**src/rtl/regfile_mp.sv**
```systemverilog
// Parametrised register file with NRD registered read ports and one byte-masked write port.
// Reads are write-first with per-byte bypass. Define ZERO_REG_EN to hardwire entry 0 to zero.
module regfile_mp #(
  parameter int DATA_W = 32,
  parameter int ADDR_W = 5,
  parameter int NRD    = 2
) (
  input  logic                    clk,
  input  logic                    rst,
  input  logic [NRD-1:0]          rd_en,
  input  logic [NRD*ADDR_W-1:0]   rd_addr,
  output logic [NRD*DATA_W-1:0]   rd_data,
  output logic [NRD-1:0]          rd_valid,
  input  logic                    wr_en,
  input  logic [ADDR_W-1:0]       wr_addr,
  input  logic [DATA_W/8-1:0]     wr_be,
  input  logic [DATA_W-1:0]       wr_data
);

  localparam int DEPTH = 1 << ADDR_W;
  localparam int NB    = DATA_W / 8;

  logic [DATA_W-1:0] mem [DEPTH];
  logic [DATA_W-1:0] wr_merged;
  logic [DATA_W-1:0] rd_next [NRD];
  logic              wr_eff;

  // Writes to entry 0 are dropped when it is hardwired, which also keeps
  // the bypass path from ever exposing a nonzero value for address 0.
  always_comb begin
`ifdef ZERO_REG_EN
    wr_eff = wr_en && (wr_addr != '0);
`else
    wr_eff = wr_en;
`endif
  end

  always_comb begin
    wr_merged = mem[wr_addr];
    for (int b = 0; b < NB; b++) begin
      if (wr_be[b]) wr_merged[8*b +: 8] = wr_data[8*b +: 8];
    end
  end

  always_comb begin
    for (int p = 0; p < NRD; p++) begin
      rd_next[p] = mem[rd_addr[p*ADDR_W +: ADDR_W]];
      if (wr_eff && (rd_addr[p*ADDR_W +: ADDR_W] == wr_addr)) rd_next[p] = wr_merged;
    end
  end

  // rd_valid[p] is high for exactly the cycle after an edge that sampled
  // rd_en[p]=1; rd_data[p] holds its last value whenever rd_valid[p] is low.
  always_ff @(posedge clk or negedge rst) begin
    if (!rst) begin
      for (int a = 0; a < DEPTH; a++) begin
        mem[a] <= DATA_W'(a + 1);
      end
`ifdef ZERO_REG_EN
      mem[0] <= '0;
`endif
      rd_data  <= '0;
      rd_valid <= '0;
    end else begin
      if (wr_eff) mem[wr_addr] <= wr_merged;
      for (int p = 0; p < NRD; p++) begin
        rd_valid[p] <= rd_en[p];
        if (rd_en[p]) rd_data[p*DATA_W +: DATA_W] <= rd_next[p];
      end
    end
  end

endmodule

```
**config.mk**
```make
export PLATFORM = sky130hd
export DESIGN_NAME = regfile_mp
export DESIGN_NICKNAME = d
export VERILOG_FILES = /design/src/rtl/regfile_mp.sv
export SDC_FILE = /design/constraint.sdc
export NUM_CORES = 2
export LEC_CHECK = 0
export ABC_CLOCK_PERIOD_IN_PS = 3800
export BUFFER_PORTS_ARGS = -buffer_cell sky130_fd_sc_hd__buf_2
export CAP_MARGIN = 0
export CORE_UTILIZATION = 35
export DETAILED_ROUTE_END_ITERATION = 16
export PLACE_DENSITY = 0.48
export REMOVE_ABC_BUFFERS = 1
export SETUP_SLACK_MARGIN = 0.02
export SLEW_MARGIN = 5
export SYNTH_ARGS = -nofsm -noshare
export SYNTH_HDL_FRONTEND = slang
export SYNTH_SLANG_ARGS = --single-unit
export TNS_END_PERCENT = 20
```
**constraint.sdc**
```tcl
create_clock -name clk -period 3.8 [get_ports clk]
set_input_delay 0.76 -clock clk [delete_from_list [all_inputs] [get_ports clk]]
set_output_delay 0.76 -clock clk [all_outputs]
set_load 0.01 [all_outputs]
```
==> impl_metrics.tcl <==
set metrics [dict create \
    outcome "complete, no violations" \
    syn_avg_cell_area_um2 11.4 \
    synth_ff_type "dfrtp_1" \
    cts_tree "yes" \
    hold_violations 0 \
    hp-class "in2reg" \
    reg2reg_to "mem[514]$_DFFE_PN0P_" \
    timing.final.crit_period_ps 3270 \
    cp-start-kind "input port" \
    period_share_pct 86.1 \
    min_from "rd_en[1]" \
    h-tree-depth 4 \
    synth_area_um2 64200 \
    drv_slew 0 \
    critical-path-top-delay-family "buffers and inverters" \
    fp.coreArea_um2 182000 \
    antenna_found_initial 12 \
    setup_viol 0 \
    crit_chain "buf_8 -> buf_12 -> buf_4 -> mux2i_1 -> o22ai_1 -> nor3_1 -> nand3_1 -> o21ai_2 -> buf_4 -> o21ai_0" \
    io_buffers 121 \
    leakagePower_nw 31.7 \
    setup_ws_ps 528 \
    post_cts_resized 0 \
    cp.required_ps 4440 \
    route.detailed.drc 0 \
    rsz0062_at_grt "no" \
    synth-async-reset-ratio_pct 100 \
    hpwl_um 187000 \
    grt_usage_pct 30.5 \
    cts.path.max_buffers 3 \
    grt_max_degree 142 \
    cp-end-kind "flop" \
    r2r_cells 5 \
    p_per_area_nw_per_um2 521 \
    grt_pass1_wl_um 401000 \
    vias 51800 \
    path_class "in2reg" \
    fin_skew_ps 34.4 \
    clk_latency_ps 810 \
    fmax_mhz 306 \
    via_per_inst 6.32 \
    die_w_um 430 \
    dp_slack_ps -310 \
    grt_overflow 0 \
    whs_path_depth 1 \
    synthToLayoutAreaGrowth_pct 15.0 \
    synth_top_area_cell "dfrtp_1" \
    ys_seq_elements 1090 \
    cts_root_buffer "clkbuf_16" \
    io_pins 122 \
    relSlewSlack_pct 13.7 \
    worst_path_max_delay_cell "mux2i_1" \
    ys_seq_area_share_pct 42.6 \
    synth_top_area_share_pct 39.3 \
    clock_sinks 1090 \
    totalPowerFinal_mw 38.5 \
    holdPathEnd "rd_valid[1]$_DFF_PN0_" \
    worst-path-max-fanout 34 \
    rr_startpoint "mem[994]$_DFFE_PN0P_" \
    die_h_um 430 \
    synth-edff-count 0 \
    fin_util_pct 40.7 \
    path_buf_inv 4 \
    synth.distinct_cells 77 \
    cts.clk_slew.worst_paths_ps 60 \
    cpMostUsedCell "buf_4" \
    routed_wl_um 285000 \
    dieArea_um2 185000 \
    post_synth_inst_count 5646 \
    avgRoutedWirePerCell_um 34.8 \
    dr.first_iter.drc_count 5979 \
    cts_buffers 133 \
    fin_nets 5772 \
    first_global_vias 50500 \
    maxCapViolCount 0 \
    dr.pass1.iters 5 \
    synth_area_leaders "dfrtp_1 (39%), mux4_2 (21%), mux2i_1 (7.2%)" \
    drive_gt1_share_pct 29.3 \
    gp_congestion 0.898 \
    num_rows 156 \
    cp_slowest_stage_delay_ps 660 \
    start_util_pct 35.4 \
    ant_nets 0 \
    ff2ff_setup_slack_ps 1210 \
    ys_warn_count 0 \
    cp.arrival_ps 3910 \
    worst_pin_slew_ps 1290 \
    ir_drop_mv 0.519 \
]
through the flow:
| step | cells | TNS [ps] | area [um2] | hold WS (ps) |
|---|---|---|---|---|
| after floorplan | 5059 | 0 | 61400 | 455 |
| after global placement | 7950 | -11240 | 69500 | 470 |
| after detailed placement | 7950 | -9140 | 69500 | 474 |
| after CTS | 8189 | 0 | 73900 | 276 |
| after global routing | 8189 | 0 | 73900 | 297 |
| final | 8194 | 0 | 73900 | 311 |
synth_stat cells, types with 32 or more instances:
library cell / n
mux4_2: 590
dfstp_2: 81
clkbuf_1: 311
nand2_1: 973
a21oi_1: 38
o21ai_2: 32
dfrtp_1: 1009
nor3_1: 37
mux2i_1: 461
a22oi_1: 196
nand3_1: 57
o21ai_0: 789
buf_2: 171
o21ai_1: 135
mux2_2: 171
buf_1: 40
nor2_1: 62
o22ai_1: 137
where the power goes:
part	total (mW)	switching (mW)	internal, mW	leakage [nW]
combinational	8.94	4.45	4.50	15.5
clock	13.1	5.47	7.60	2.15
sequential	16.4	2.44	14.0	14.0
worst max-delay path by stage:
stage          startpoint              endpoint  slack, ps  cells past startpoint
3_5_place_dp   wr_addr[0]  mem[505]$_DFFE_PN0P_       -310                     10
4_1_cts        wr_addr[0]   mem[57]$_DFFE_PN0P_        530                     10
5_1_grt        wr_addr[0]  mem[505]$_DFFE_PN0P_        370                     10
6_report       wr_addr[0]  mem[345]$_DFFE_PN0P_        530                     10
2_1_floorplan  wr_addr[3]  mem[778]$_DFFE_PN0P_        460                      3
3_3_place_gp   wr_addr[0]  mem[153]$_DFFE_PN0P_       -360                     10
registers in the layout, indices dropped and copies added, names as in the netlist:
signal and flops:
mem 1024, rd_data 64, rd_valid 2
layer usage:
metal / global-route usage, % / vias to the layer above / routed length [um]
li1: - / 21500 / -
met1: 41.0 / 27000 / 116000
met2: 46.6 / 2633 / 128000
met3: 6.12 / 686 / 23900
met4: 15.8 / 2 / 16500
met5: 0 / - / 22
cell usage in the layout, fill, tap and decap left out, drive strengths merged, types with 14 or more instances in the layout:
cell,instances
dfrtp,1009
nand2,974
o21ai,957
mux4,593
buf,521
mux2i,461
clkbuf,205
a22oi,198
mux2,171
o22ai,144
dfstp,81
nor2,65
nand3,58
nor3,41
a21oi,38
inv,29
a22o,24
o221ai,23
clkinv,23
nor2b,23
a221oi,20
a211oi,15
nand2b,14
area by class of cell:
cell class                 count  area, um2
fill                       17400     108000
tap                         2370       2970
clock buffer                 205       4010
sequential                  1090      27400
multi-input combinational   3943      34300
timing repair buffer         522       4770
antenna                        5       12.5
inverter                      26       97.6
clock inverter                33        369
what timing repair did:
item	in CTS	in global routing
setup buffers	0	0
hold buffers	1	0
hold endpoints to repair	18	0
kinds of logic after synthesis:
group           count (synthesis)  synth area share [%]
simple gates                 1240                  8.00
buf+inv                       613                  4.65
compound gates               1468                  13.6
flops                        1090                  42.6
mux                          1225                  31.0
xor+xnor                       10                 0.136
No activity file was read; power rests on OpenSTA's default activity.
